--- config.mk ---
export PLATFORM = sky130hd
export DESIGN_NAME = aperture_lookup
export DESIGN_NICKNAME = d
export VERILOG_FILES = /design/src/rtl/aperture_lookup.sv
export SDC_FILE = /design/constraint.sdc
export NUM_CORES = 1
export LEC_CHECK = 0
export ABC_CLOCK_PERIOD_IN_PS = 6800
export CAP_MARGIN = 20
export CORE_MARGIN = 4
export CORE_UTILIZATION = 50
export DETAILED_ROUTE_END_ITERATION = 10
export PLACE_DENSITY_LB_ADDON = 0.2
export REMOVE_ABC_BUFFERS = 1
export SLEW_MARGIN = 20
export SYNTH_ARGS = -nofsm -noshare
export SYNTH_HDL_FRONTEND = slang
export SYNTH_SLANG_ARGS = --single-unit
--- constraint.sdc ---
create_clock -name clk200 -period 6.8 [get_ports clk200]
set_input_delay 1.7 -clock clk200 [delete_from_list [all_inputs] [get_ports clk200]]
set_output_delay 1.7 -clock clk200 [all_outputs]
set_load 0.02 [all_outputs]
--- src/rtl/aperture_lookup.sv ---
// Aperture lookup engine: scans 16-byte descriptors in a shared 512x8 cfg RAM
// to translate a host page index into an SDRAM byte address. The host port always wins the RAM.
module aperture_lookup #(
  parameter int NUM_DESC = 16
) (
  input  logic        clk200,
  input  logic        rst_n,
  input  logic        host_en,
  input  logic        host_we,
  input  logic [8:0]  host_addr,
  input  logic [7:0]  host_wdata,
  output logic [7:0]  host_rdata,
  output logic [8:0]  ram_addr,
  output logic        ram_we,
  output logic [7:0]  ram_wdata,
  input  logic [7:0]  ram_rdata,
  input  logic        lookup_req,
  input  logic [7:0]  lookup_page,
  output logic        lookup_busy,
  output logic        lookup_done,
  output logic        lookup_hit,
  output logic [3:0]  lookup_idx,
  output logic [31:0] lookup_sdram
);

  typedef enum logic [2:0] {IDLE, RD_START, RD_COUNT, CHECK, RD_BASE, DONE} state_t;

  localparam logic [3:0] LAST_IDX = 4'(NUM_DESC - 1);

  state_t      state_q, state_d;
  logic [3:0]  idx_q, idx_d;
  logic [2:0]  k_q, k_d;
  logic [7:0]  page_q, page_d;
  logic [7:0]  start_q, start_d;
  logic [31:0] base_q, base_d;
  logic        hit_pend_q, hit_pend_d;
  logic        cap_vld_q, cap_vld_d;
  logic [2:0]  cap_sel_q, cap_sel_d;
  logic        done_q, done_d;
  logic        hit_q, hit_d;
  logic [3:0]  idx_out_q, idx_out_d;
  logic [31:0] sdram_q, sdram_d;

  logic [8:0]  fsm_addr;
  logic        issue;
  logic        match;
  logic [7:0]  offset;

  // Count bypasses the capture path: it is on ram_rdata during CHECK.
  assign offset = page_q - start_q;
  assign match  = (ram_rdata != 8'h00) && (page_q >= start_q) && (offset < ram_rdata);

  always_comb begin
    state_d    = state_q;
    idx_d      = idx_q;
    k_d        = k_q;
    page_d     = page_q;
    hit_pend_d = hit_pend_q;
    fsm_addr   = 9'h000;
    issue      = 1'b0;
    cap_vld_d  = 1'b0;
    cap_sel_d  = 3'd0;
    done_d     = 1'b0;
    hit_d      = hit_q;
    idx_out_d  = idx_out_q;
    sdram_d    = sdram_q;

    case (state_q)
      IDLE: begin
        if (lookup_req) begin
          page_d  = lookup_page;
          idx_d   = 4'd0;
          state_d = RD_START;
        end
      end
      RD_START: begin
        fsm_addr  = {1'b0, idx_q, 4'h4};
        issue     = !host_en;
        cap_vld_d = issue;
        cap_sel_d = 3'd0;
        if (issue) state_d = RD_COUNT;
      end
      RD_COUNT: begin
        fsm_addr = {1'b0, idx_q, 4'h5};
        issue    = !host_en;
        if (issue) state_d = CHECK;
      end
      CHECK: begin
        hit_pend_d = match;
        if (match) begin
          k_d     = 3'd0;
          state_d = RD_BASE;
        end else if (idx_q == LAST_IDX) begin
          state_d = DONE;
        end else begin
          idx_d   = idx_q + 4'd1;
          state_d = RD_START;
        end
      end
      RD_BASE: begin
        // k==4 is a wait slot for the last byte's capture; no read issued.
        if (k_q[2]) begin
          state_d = DONE;
        end else begin
          fsm_addr  = {1'b0, idx_q, 2'b00, k_q[1:0]};
          issue     = !host_en;
          cap_vld_d = issue;
          cap_sel_d = {1'b1, k_q[1:0]};
          if (issue) k_d = k_q + 3'd1;
        end
      end
      DONE: begin
        done_d    = 1'b1;
        hit_d     = hit_pend_q;
        idx_out_d = hit_pend_q ? idx_q : 4'd0;
        sdram_d   = hit_pend_q ? (base_q + {16'h0000, offset, 8'h00}) : 32'h0;
        state_d   = IDLE;
      end
      default: state_d = IDLE;
    endcase
  end

  always_comb begin
    start_d = start_q;
    base_d  = base_q;
    if (cap_vld_q) begin
      if (cap_sel_q[2]) base_d[8*cap_sel_q[1:0] +: 8] = ram_rdata;
      else              start_d = ram_rdata;
    end
  end

  always_ff @(posedge clk200 or negedge rst_n) begin
    if (!rst_n) begin
      state_q    <= IDLE;
      idx_q      <= 4'd0;
      k_q        <= 3'd0;
      page_q     <= 8'h00;
      start_q    <= 8'h00;
      base_q     <= 32'h0;
      hit_pend_q <= 1'b0;
      cap_vld_q  <= 1'b0;
      cap_sel_q  <= 3'd0;
      done_q     <= 1'b0;
      hit_q      <= 1'b0;
      idx_out_q  <= 4'd0;
      sdram_q    <= 32'h0;
    end else begin
      state_q    <= state_d;
      idx_q      <= idx_d;
      k_q        <= k_d;
      page_q     <= page_d;
      start_q    <= start_d;
      base_q     <= base_d;
      hit_pend_q <= hit_pend_d;
      cap_vld_q  <= cap_vld_d;
      cap_sel_q  <= cap_sel_d;
      done_q     <= done_d;
      hit_q      <= hit_d;
      idx_out_q  <= idx_out_d;
      sdram_q    <= sdram_d;
    end
  end

  assign ram_addr     = host_en ? host_addr : fsm_addr;
  assign ram_we       = host_en & host_we;
  assign ram_wdata    = host_en ? host_wdata : 8'h00;
  assign host_rdata   = ram_rdata;
  assign lookup_busy  = (state_q != IDLE);
  assign lookup_done  = done_q;
  assign lookup_hit   = hit_q;
  assign lookup_idx   = idx_out_q;
  assign lookup_sdram = sdram_q;

endmodule

# After elaboration in Yosys (flattened, before gate mapping)
# Cells that the tools add are included.
# totals
ff_bits	101
latchBits	0
mem_bits_rw	0
rom_bits	0
inputBits	38
out_inout_bits	65
elab_cells	82
mem_count	0
# op_classes
add_sub_neg	5
multipliers	0
n_div	0
order_cmp	2
n_eq_ne	15
shift	2
muxes	27
bitwise_logic	2
reduce_logical	15
# ops
op	n
5-bit negation with 34-bit output	1
8-bit by 34-bit variable shift with 32-bit output (first input constant)	1
8-bit by 34-bit variable part select with 32-bit output	1
3-bit 2-to-1 mux	11
32-bit by 16-bit adder with 32-bit output	1
32-bit bitwise mux	1
32-bit 2-to-1 mux	1
8-bit one-hot mux with 3 select lines	1
2-bit inequality test (second input constant)	9
4-bit 2-to-1 mux	4
8-bit 2-to-1 mux	2
3-bit one-hot mux with 5 select lines	1
4-bit AND reduction	3
9-bit 2-to-1 mux	1
8-bit greater-or-equal comparator	1
8-bit < comparator	1
4-bit one-hot mux with 2 select lines	1
2-bit AND reduction	4
8-bit nonzero test	1
8-bit subtractor	1
3-bit by 2-bit equality test with 1-bit output (second input constant)	2
3-bit equality test (second input constant)	2
3-bit one-hot mux with 2 select lines	1
4-bit by 1-bit adder with 4-bit output (second input constant)	1
12 further kinds	15

# Depth between registers and ports, before layout
# Gate-level depths: netlist of the first run.
# depth
depth_word	5
ltp_mapped	16
ltp_nobuf	16

# Worst setup path before layout of the first run
# OpenSTA, ideal clock, no wires.
# synth_timing
path_type	input to output
startpoint	input host_en
endpoint	output ram_addr[0]
arrival_time_ps	2647
required_time_ps	5100
slack_ps	2453
stages	3
path_buffers	2
cell_sequence	clkbuf_1 -> clkbuf_1 -> o31ai_1
# synth_via
elab_chain_len	1
# synth_lines
item	line	source
from (decl)	8	input logic host_en,
9-bit 2-to-1 mux	164	assign ram_addr = host_en ? host_addr : fsm_addr;
to (decl)	13	output logic [8:0] ram_addr,
# Every way passes these cells.

# Worst setup path in the final report of the first run
# layout_timing
startpoint	input host_en
endpoint	output ram_addr[5]
# Same word-level chain as after synthesis.

==> out/results.ini, run 1 <==
[placement]
hpwl_mm = 9.461
finalWeightedCongestion = 0.8755
numPortBuffers = 102

[drt]
viasPerCell = 5.539
routedWlPerCell_um = 16.25
drt_iter0_markers = 225
totalWireLength_mm = 12.59
antenna_left = 0
drtPass1Iterations = 4
drcViolationCount = 0
routed-via-count = 4293

[clock_network]
cts_resized = 0
cts.reportedPaths.clkPinSlew_ns = 0.09
postCtsHoldBufs = 0
clock_path_buffers = 2
cts_max_level = 3
clockRootBuffer = clkbuf_8
clock_sinks = 101
clk_latency_ns = 0.37
cts_buffers = 9
cts_tree = yes
post_cts_buffers = 0

[grt]
grt_pass1_vias = 4489
grt_max_degree = 58
grtUsageTotal = 0.2036
antenna_found_initial = 0
grt_pass1_wl_mm = 21.22
overflow = 0

[yosys]
synth.cell_area_um2 = 5423
ys_ff_latch = 101
synth_edf_count = 0
ys_types = 61
synth_ff_type = dfrtp_1
ys_seq_area_frac = 0.4661
syn_area_per_cell_um2 = 9.895
synthCells = 548
async_flop_share = 1.000
yosys_warnings = 0

[final_layout]
postLayoutCoreUtil = 0.6409
fillers = 914
area_delta_synth_final_pct = 23.65
drive_gt1_frac = 0.06260
fin_nets = 704
n_antenna_cell = 0

[power_and_ir_drop]
p_leak_nw = 3.048
ir_drop_mv = 0.2094
p_per_area_nw_per_um2 = 413.8

[timing]
finalSetupViolCount = 0
maxSlewHeadroom = 0.4516
fin_skew_ns = 0.01181
tightest_slew_ns = 0.8159
rsz0062_at_grt = no
layout_min_cycle_time_ns = 5.480
final_max_slew_viol_count = 0
fmax_mhz = 182.5
fin_crit_sh = 0.8058
tns_ns = 0
hold_slack_ns = 0.4691
hold_violations = 0

[setup_path]
worst-path-max-fanout = 27
crit_chain = clkdlybuf4s50_1 > a21oi_1 > a22o_1 > clkdlybuf4s50_1
arrival_ns = 3.78
required_ns = 5.10
crit_path_start_kind = input port
slowest_delay_ns = 0.80
crit_slowest_cell = clkdlybuf4s50_1
criticalPathCategory = input port to primary output
endpoint_kind = primary output
path_common_cell = clkdlybuf4s50_1

[die]
initial_core_util = 0.5183
io-pin-count = 103
die_y_um = 112.1
die_area_um2 = 12580
rows = 37
die_w_um = 112.1
core_um2 = 10460

[worst_hold_path]
hold_path_class = flop to flop

[job]
drv_cap = 0

[status]
status = completed

-- where the power goes --
group	internal, W	switching [W]
registers	0.000751	0.000131
clock network	0.000219	0.000209
logic	0.000638	0.000827
total	0.00161	0.00117
-- stage by stage --
step	cells	power [W]	worst slack [ns]	cell area [um^2]
after floorplan	519	0.001854	2.822	5278
after global placement	759	0.002276	1.382	6481
after detailed placement	759	0.002351	1.318	6481
after CTS	775	0.002784	1.315	6705
after global routing	775	0.002986	1.152	6705
final	775	0.002774	1.320	6705
-- flip-flops by register name, summed over array words and instances, names as in the netlist, 3 cells and up --
| register | cells |
|---|---|
| start_q | 8 |
| cap_sel_q | 3 |
| lookup_sdram | 32 |
| base_q | 32 |
| state_q | 3 |
| lookup_idx | 4 |
| idx_q | 4 |
| k_q | 3 |
| page_q | 8 |
-- cells in the mapped netlist (2+ instances only) --
library cell | count | share of area
a2111oi_1 | 2 | 0.0037
nand4_1 | 5 | 0.0058
nor2b_1 | 3 | 0.0035
a21oi_1 | 17 | 0.016
o21ai_1 | 7 | 0.0065
a211oi_1 | 2 | 0.0028
a2111oi_2 | 2 | 0.0055
nor2_1 | 11 | 0.0076
o21ai_0 | 26 | 0.024
nor3_1 | 3 | 0.0028
nand2b_1 | 5 | 0.0058
buf_4 | 9 | 0.012
mux2_2 | 3 | 0.0062
nor3_2 | 2 | 0.0037
o21bai_1 | 2 | 0.0028
inv_1 | 31 | 0.021
xnor2_1 | 17 | 0.027
and2b_1 | 2 | 0.0028
o211ai_1 | 5 | 0.0069
dfrtp_1 | 101 | 0.47
and2_1 | 15 | 0.017
nor4_1 | 2 | 0.0023
or2_2 | 2 | 0.0023
a22o_1 | 39 | 0.063
clkbuf_1 | 18 | 0.012
o31ai_1 | 3 | 0.0042
ha_1 | 30 | 0.069
nand3_1 | 22 | 0.020
o21a_1 | 5 | 0.0069
fa_1 | 2 | 0.0074
o2111ai_1 | 4 | 0.0065
nor4b_2 | 3 | 0.0083
buf_2 | 2 | 0.0018
and3_1 | 7 | 0.0081
nand2_1 | 98 | 0.068
or3_1 | 3 | 0.0035
a21o_1 | 3 | 0.0042
a2bb2oi_1 | 2 | 0.0032
o2bb2ai_1 | 2 | 0.0032
and4_1 | 2 | 0.0032
xor2_1 | 9 | 0.015
-- per-layer routing --
metal,up-vias,wire [um],track usage
li1,2094,-,-
met1,2062,5554,0.2523
met2,116,6055,0.3496
met3,21,651,0.03504
met4,0,330,0.08974
met5,-,0,0
-- final timing paths --
check                      slack, ns               end  cells after the start           from
setup / recovery                1.32       ram_addr[5]                      4        host_en
hold / removal                  0.47     lookup_idx[2]                      2  lookup_idx[2]
setup reg to reg                3.11          idx_q[2]                     16      page_q[0]
hold reg to reg                 0.47     lookup_idx[2]                      2  lookup_idx[2]
max in group asynchronous       4.36  lookup_sdram[15]                      2          rst_n
min in group asynchronous       1.30  lookup_sdram[12]                      1          rst_n
-- cells in the final DEF (no fill, tap or decap), types with 7 or more instances in the layout --
master           Yosys  final
o21ai_1              7      7
inv_1               31     31
clkdlybuf4s50_1      0    101
xnor2_1             17     17
ha_1                30     30
dfrtp_1            101    101
xor2_1               9      9
o21ai_0             26     26
and2_1              15     15
nand3_1             22     22
a21oi_1             17     17
clkbuf_8             0     10
a22o_1              39     39
nand2_1             98     98
and3_1               7      7
nor2_1              11     11
-- cells by family after synthesis --
kind of cell    after synthesis  synth area share
buf+inv                      61           0.04891
compound gates              134            0.1834
simple gates                190            0.1749
fa+ha+maj                    32           0.07660
flops                       101            0.4661
mux                           4          0.008075
xor+xnor                     26           0.04199
-- critical path: cells and delay by family --
family,cells,cell delay (ns)
buffers and inverters,2,1.41
AOI/OAI and AO/OA,2,0.66
-- final cells by class --
| class | count | area (um^2) | area share |
|---|---|---|---|
| multi-input cells | 386 | 2630 | 0.3922 |
| flip-flops and latches | 101 | 2527 | 0.3769 |
| repair buffers | 104 | 1033 | 0.1541 |
| well taps | 136 | 170.2 | 0.02538 |
| clock buffers | 11 | 141.4 | 0.02109 |
| inverters | 32 | 120.1 | 0.01791 |
| clock inverters | 5 | 82.58 | 0.01232 |
Note: power is estimated with default switching activity, not from simulation.
==> run 2: changes to the inputs <==
- ABC_CLOCK_PERIOD_IN_PS: 6800 -> 4900
- CORE_UTILIZATION: 50 -> 47
- clock period: 6.8 -> 4.9 ns (I/O delays scaled with it)
==> run 2 against run 1 <==
Net effect: register-to-register slack got worse by 1.9 ns; routed wire length is 5.1% higher; combinational power up 39%; sequential cell count is the same; critical path depth stayed put; clock power grew 61%; utilization decreased by 2.9 points; via count grew 1.8%; total power rose by 43%.
==> out/results.ini, run 2 (synthesis results as in run 1) <==
[drt]
drcViolationCount = 0
totalWireLength_mm = 13.23
viasPerCell = 5.603
routedWlPerCell_um = 16.96
routed-via-count = 4370
antenna_left = 0
drtPass1Iterations = 4
drt_iter0_markers = 244

[worst_hold_path]
min-delay-start = lookup_sdram[2]
hold_path_class = flop to flop
min_delay_path_depth = 2
hold_path_end = lookup_sdram[2]

[setup_path]
rr_endpoint = idx_q[2]
regToRegSetupSlack_ns = 1.17
worst-path-max-fanout = 13
crit_path_start = host_en
rr_worst_depth = 13
crit_chain = clkdlybuf4s50_1 > a21oi_1 > a22o_1 > clkdlybuf4s50_1
path_common_cell = clkdlybuf4s50_1
required_ns = 3.67
r2r-start = page_q[1]
slowest_delay_ns = 0.61
endpoint_kind = primary output
crit_path_start_kind = input port
crit_slowest_cell = clkdlybuf4s50_1
criticalPathCategory = input port to primary output
arrival_ns = 3.05

[die]
initial_core_util = 0.4895
core_um2 = 11080
die_area_um2 = 13320
rows = 38
io-pin-count = 103
die_w_um = 115.4
die_y_um = 115.4

[placement]
dp.cells = 764
dp_slack_ns = 0.6220
hpwl_mm = 9.746
numPortBuffers = 102
finalWeightedCongestion = 0.8276

[clock_network]
cts.reportedPaths.clkPinSlew_ns = 0.07
clk_latency_ns = 0.34
cts_buffers = 9
postCtsHoldBufs = 0
clockRootBuffer = clkbuf_16
cts_resized = 0
clock_sinks = 101
cts_max_level = 3
cts_tree = yes
post_cts_buffers = 0
clock_path_buffers = 2

[timing]
rsz0062_at_grt = no
fin_skew_ns = 0.01271
finalSetupViolCount = 0
tns_ns = 0
hold_slack_ns = 0.4711
fin_ws_ns = 0.6283
tightest_slew_ns = 0.9340
hold_violations = 0
final_max_slew_viol_count = 0
maxSlewHeadroom = 0.3774
fin_crit_sh = 0.8718
fmax_mhz = 234.1
layout_min_cycle_time_ns = 4.272

[grt]
antenna_found_initial = 0
grt_max_degree = 76
overflow = 0
grtUsageTotal = 0.2069
grt_pass1_wl_mm = 22.00
grt_pass1_vias = 4385

[power_and_ir_drop]
p_sw_w = 0.001691
internal-power_w = 0.002281
combinationalPowerShare = 0.516
p_leak_nw = 3.077
p_sw_frac = 0.4257
p_seq_frac = 0.311
p_per_area_nw_per_um2 = 585.9
p_clk_frac = 0.174
ir_drop_mv = 0.3771
power_w = 0.003972

[final_layout]
fin_cells = 780
fin_nets = 705
fillers = 970
area_delta_synth_final_pct = 25.01
final_cell_mix = 101 x dfrtp_1, 101 x clkdlybuf4s50_1, 98 x nand2_1
n_antenna_cell = 0
drive_gt1_frac = 0.06406

[job]
drv_cap = 0

[status]
status = completed

## run 2: changes by cell type in the layout (fill, tap and decap cells not counted)
| cell | previous run | this run |
|---|---|---|
| clkbuf_8 | 10 | 0 |
| clkinv_2 | 1 | 0 |
| inv_8 | 0 | 2 |
| buf_4 | 3 | 4 |
| inv_6 | 1 | 0 |
| bufinv_16 | 2 | 0 |
| clkinvlp_4 | 0 | 1 |
| clkinv_4 | 1 | 3 |
| clkbuf_16 | 0 | 9 |
## run 2: stage by stage
stage | cell area (um^2) | util
floorplan | 5278 | -
global placement | 6494 | 0.5862
detailed placement | 6494 | 0.5862
CTS | 6779 | 0.6119
global route | 6779 | 0.6119
finish | 6779 | 0.6119
## run 2: critical path: cells and delay by family
kind	cells	cell delay [ns]
compound gates	2	0.60
buf+inv	2	1.22
## run 2: cell type report
cell class	instances	area, um^2	share of cell area
flip-flops and latches	101	2527	0.3728
repair buffers	105	1041	0.1536
clock inverters	6	56.30	0.008306
inverters	32	120.1	0.01772
multi-input cells	386	2630	0.3880
well taps	140	175.2	0.02584
clock buffers	10	229.0	0.03378
## run 2: layer usage
layer | track usage | wire length (um)
met5 | 0 | 0
met4 | 0.04773 | 186
met3 | 0.04282 | 663
met2 | 0.3654 | 6628
met1 | 0.2620 | 5754
## run 2: worst max-delay path by stage
| stage | to | cells after the start |
|---|---|---|
| after floorplan | lookup_sdram[22] | 15 |
| final | ram_addr[7] | 4 |
| after detailed placement | ram_addr[7] | 4 |
| after CTS | ram_addr[7] | 4 |
| after global routing | ram_addr[5] | 4 |
| after global placement | ram_addr[0] | 4 |
## run 2: power groups by stage
| stage | clock network [W] | logic [W] | registers (W) |
|---|---|---|---|
| after global placement | 0 | 0.00193 | 0.00124 |
| after detailed placement | 0 | 0.00201 | 0.00125 |
| after floorplan | 0 | 0.00128 | 0.00129 |
| after CTS | 0.000699 | 0.00205 | 0.00123 |
| final | 0.000690 | 0.00205 | 0.00123 |
| after global routing | 0.000735 | 0.00226 | 0.00127 |
==> run 3: changes to the inputs <==
- CORE_UTILIZATION: 47 -> 45
==> run 3 against run 2 <==
Net effect: utilization decreased by 2.7 points; total power is 0.74% lower; final cell count grew 0.26%; largest power group unchanged.
==> out/results.ini, run 3 (synthesis results as in run 1) <==
[status]
status = completed

[timing]
layout_min_cycle_time_ns = 4.348
hold_violations = 0
fin_ws_ns = 0.5521
fmax_mhz = 230.0
tns_ns = 0
fin_skew_ns = 0.005733
tightest_slew_ns = 0.9423
maxSlewHeadroom = 0.3718
final_max_slew_viol_count = 0
fin_crit_sh = 0.8873
rsz0062_at_grt = no
finalSetupViolCount = 0

[final_layout]
final_cell_mix = 101 x dfrtp_1, 101 x clkdlybuf4s50_1, 98 x nand2_1
area_delta_synth_final_pct = 25.36
drive_gt1_frac = 0.06416
fin_nets = 705
n_antenna_cell = 0

[drt]
antenna_left = 0
drcViolationCount = 0
viasPerCell = 5.450
drt_iter0_markers = 152
routed-via-count = 4262
totalWireLength_mm = 12.63
routedWlPerCell_um = 16.16
drtPass1Iterations = 4

[setup_path]
slowest_delay_ns = 0.65
crit_slowest_cell = clkdlybuf4s50_1
worst-path-max-fanout = 14
criticalPathCategory = input port to primary output
arrival_ns = 3.12
endpoint_kind = primary output
r2r-start = page_q[0]
rr_endpoint = idx_q[3]
regToRegSetupSlack_ns = 1.21
critical_path_buf_inv_count = 2
required_ns = 3.67
path_common_cell = clkdlybuf4s50_1
path_delay_family = buffers and inverters
crit_path_start_kind = input port
cp.depth = 4
rr_worst_depth = 16
crit_chain = clkdlybuf4s50_1 > a21oi_1 > a22o_1 > clkdlybuf4s50_1

[grt]
antenna_found_initial = 0
grt_max_degree = 78
grt_pass1_wl_mm = 22.13
grt_pass1_vias = 4355
overflow = 0
grtUsageTotal = 0.1918

[power_and_ir_drop]
p_per_area_nw_per_um2 = 579.9
combinationalPowerShare = 0.508
internal-power_w = 0.002328
p_leak_nw = 3.077
p_seq_frac = 0.311
p_clk_frac = 0.181
p_sw_w = 0.001614
ir_drop_mv = 0.3308
p_sw_frac = 0.4095

[worst_hold_path]
hold_path_end = lookup_sdram[2]
min_delay_path_depth = 2
min-delay-start = lookup_sdram[2]
hold_path_class = flop to flop

[clock_network]
cts_resized = 0
postCtsHoldBufs = 0
cts_buffers = 9
cts.reportedPaths.clkPinSlew_ns = 0.07
clockRootBuffer = clkbuf_16
post_cts_buffers = 0
clock_path_buffers = 2
clk_latency_ns = 0.34
cts_max_level = 3
cts_tree = yes
clock_sinks = 101

[die]
rows = 39
initial_core_util = 0.4669
die_w_um = 117.8
io-pin-count = 103
die_area_um2 = 13870
die_y_um = 117.8
core_um2 = 11610

[job]
drv_cap = 0

[placement]
numPortBuffers = 102
finalWeightedCongestion = 0.8454
hpwl_mm = 9.621
dp_slack_ns = 0.5420

-- run 3: cell types whose count changed in the layout (fill, tap and decap cells not counted), sizes merged --
cell / change
clkinvlp: +2
bufinv: +1
clkinv: -2
inv: -2
-- run 3: layout make-up --
type | instances | area (um^2)
Clock buffer | 10 | 239.0
Sequential cell | 101 | 2527
Clock inverter | 5 | 61.31
Timing Repair Buffer | 105 | 1041
Multi-Input combinational cell | 386 | 2630
Inverter | 32 | 120.1
Tap cell | 143 | 178.9
Fill cell | 1007 | 4816
-- run 3: worst reg2reg max path, cell delays in order (launching register included) --
cell and delay, ns:
dfrtp_1 0.36, inv_1 0.08, ha_1 0.14, inv_1 0.05
fa_1 0.39, a21o_1 0.19, a21oi_1 0.22, o21bai_1 0.09
a21oi_1 0.17, xnor2_1 0.22, ha_1 0.32, o21a_1 0.19
a221oi_1 0.30, o31ai_1 0.17, nor3_2 0.41, o21ai_0 0.18
a21oi_1 0.14
-- run 3: power by group through the flow --
stage	Sequential (W)	Clock (W)	Combinational (W)
6_report	0.00123	0.000714	0.00200
5_1_grt	0.00126	0.000768	0.00225
3_5_place_dp	0.00124	0	0.00201
3_3_place_gp	0.00123	0	0.00194
4_1_cts	0.00123	0.000735	0.00201
2_1_floorplan	0.00129	0	0.00128
-- run 3: how the worst max path moves through the flow --
stage | end | from | slack (ns)
2_1_floorplan | lookup_sdram[22] | page_q[0] | 1.71
3_3_place_gp | ram_addr[6] | host_en | 0.70
3_5_place_dp | ram_addr[6] | host_en | 0.54
4_1_cts | ram_addr[6] | host_en | 0.54
5_1_grt | ram_addr[6] | host_en | 0.42
6_report | ram_addr[6] | host_en | 0.55
-- run 3: layer usage --
layer / global-route usage / vias to the layer above / wire length [um]
met5: 0 / - / 0
li1: - / 2108 / -
met3: 0.03412 / 19 / 418
met1: 0.2517 / 2048 / 5750
met4: 0.06740 / 0 / 247
met2: 0.3202 / 87 / 6218
-- run 3: through the flow --
step	util	area (um^2)	hold WS (ns)	cells	total power, W
finish	0.5853	6798	0.4662	782	0.003942
global route	0.5853	6798	0.5002	782	0.004281
CTS	0.5853	6798	0.4695	782	0.003977
global placement	0.5595	6497	0.4562	767	0.003169
floorplan	-	5278	0.4498	519	0.002573
detailed placement	0.5595	6497	0.4560	767	0.003248
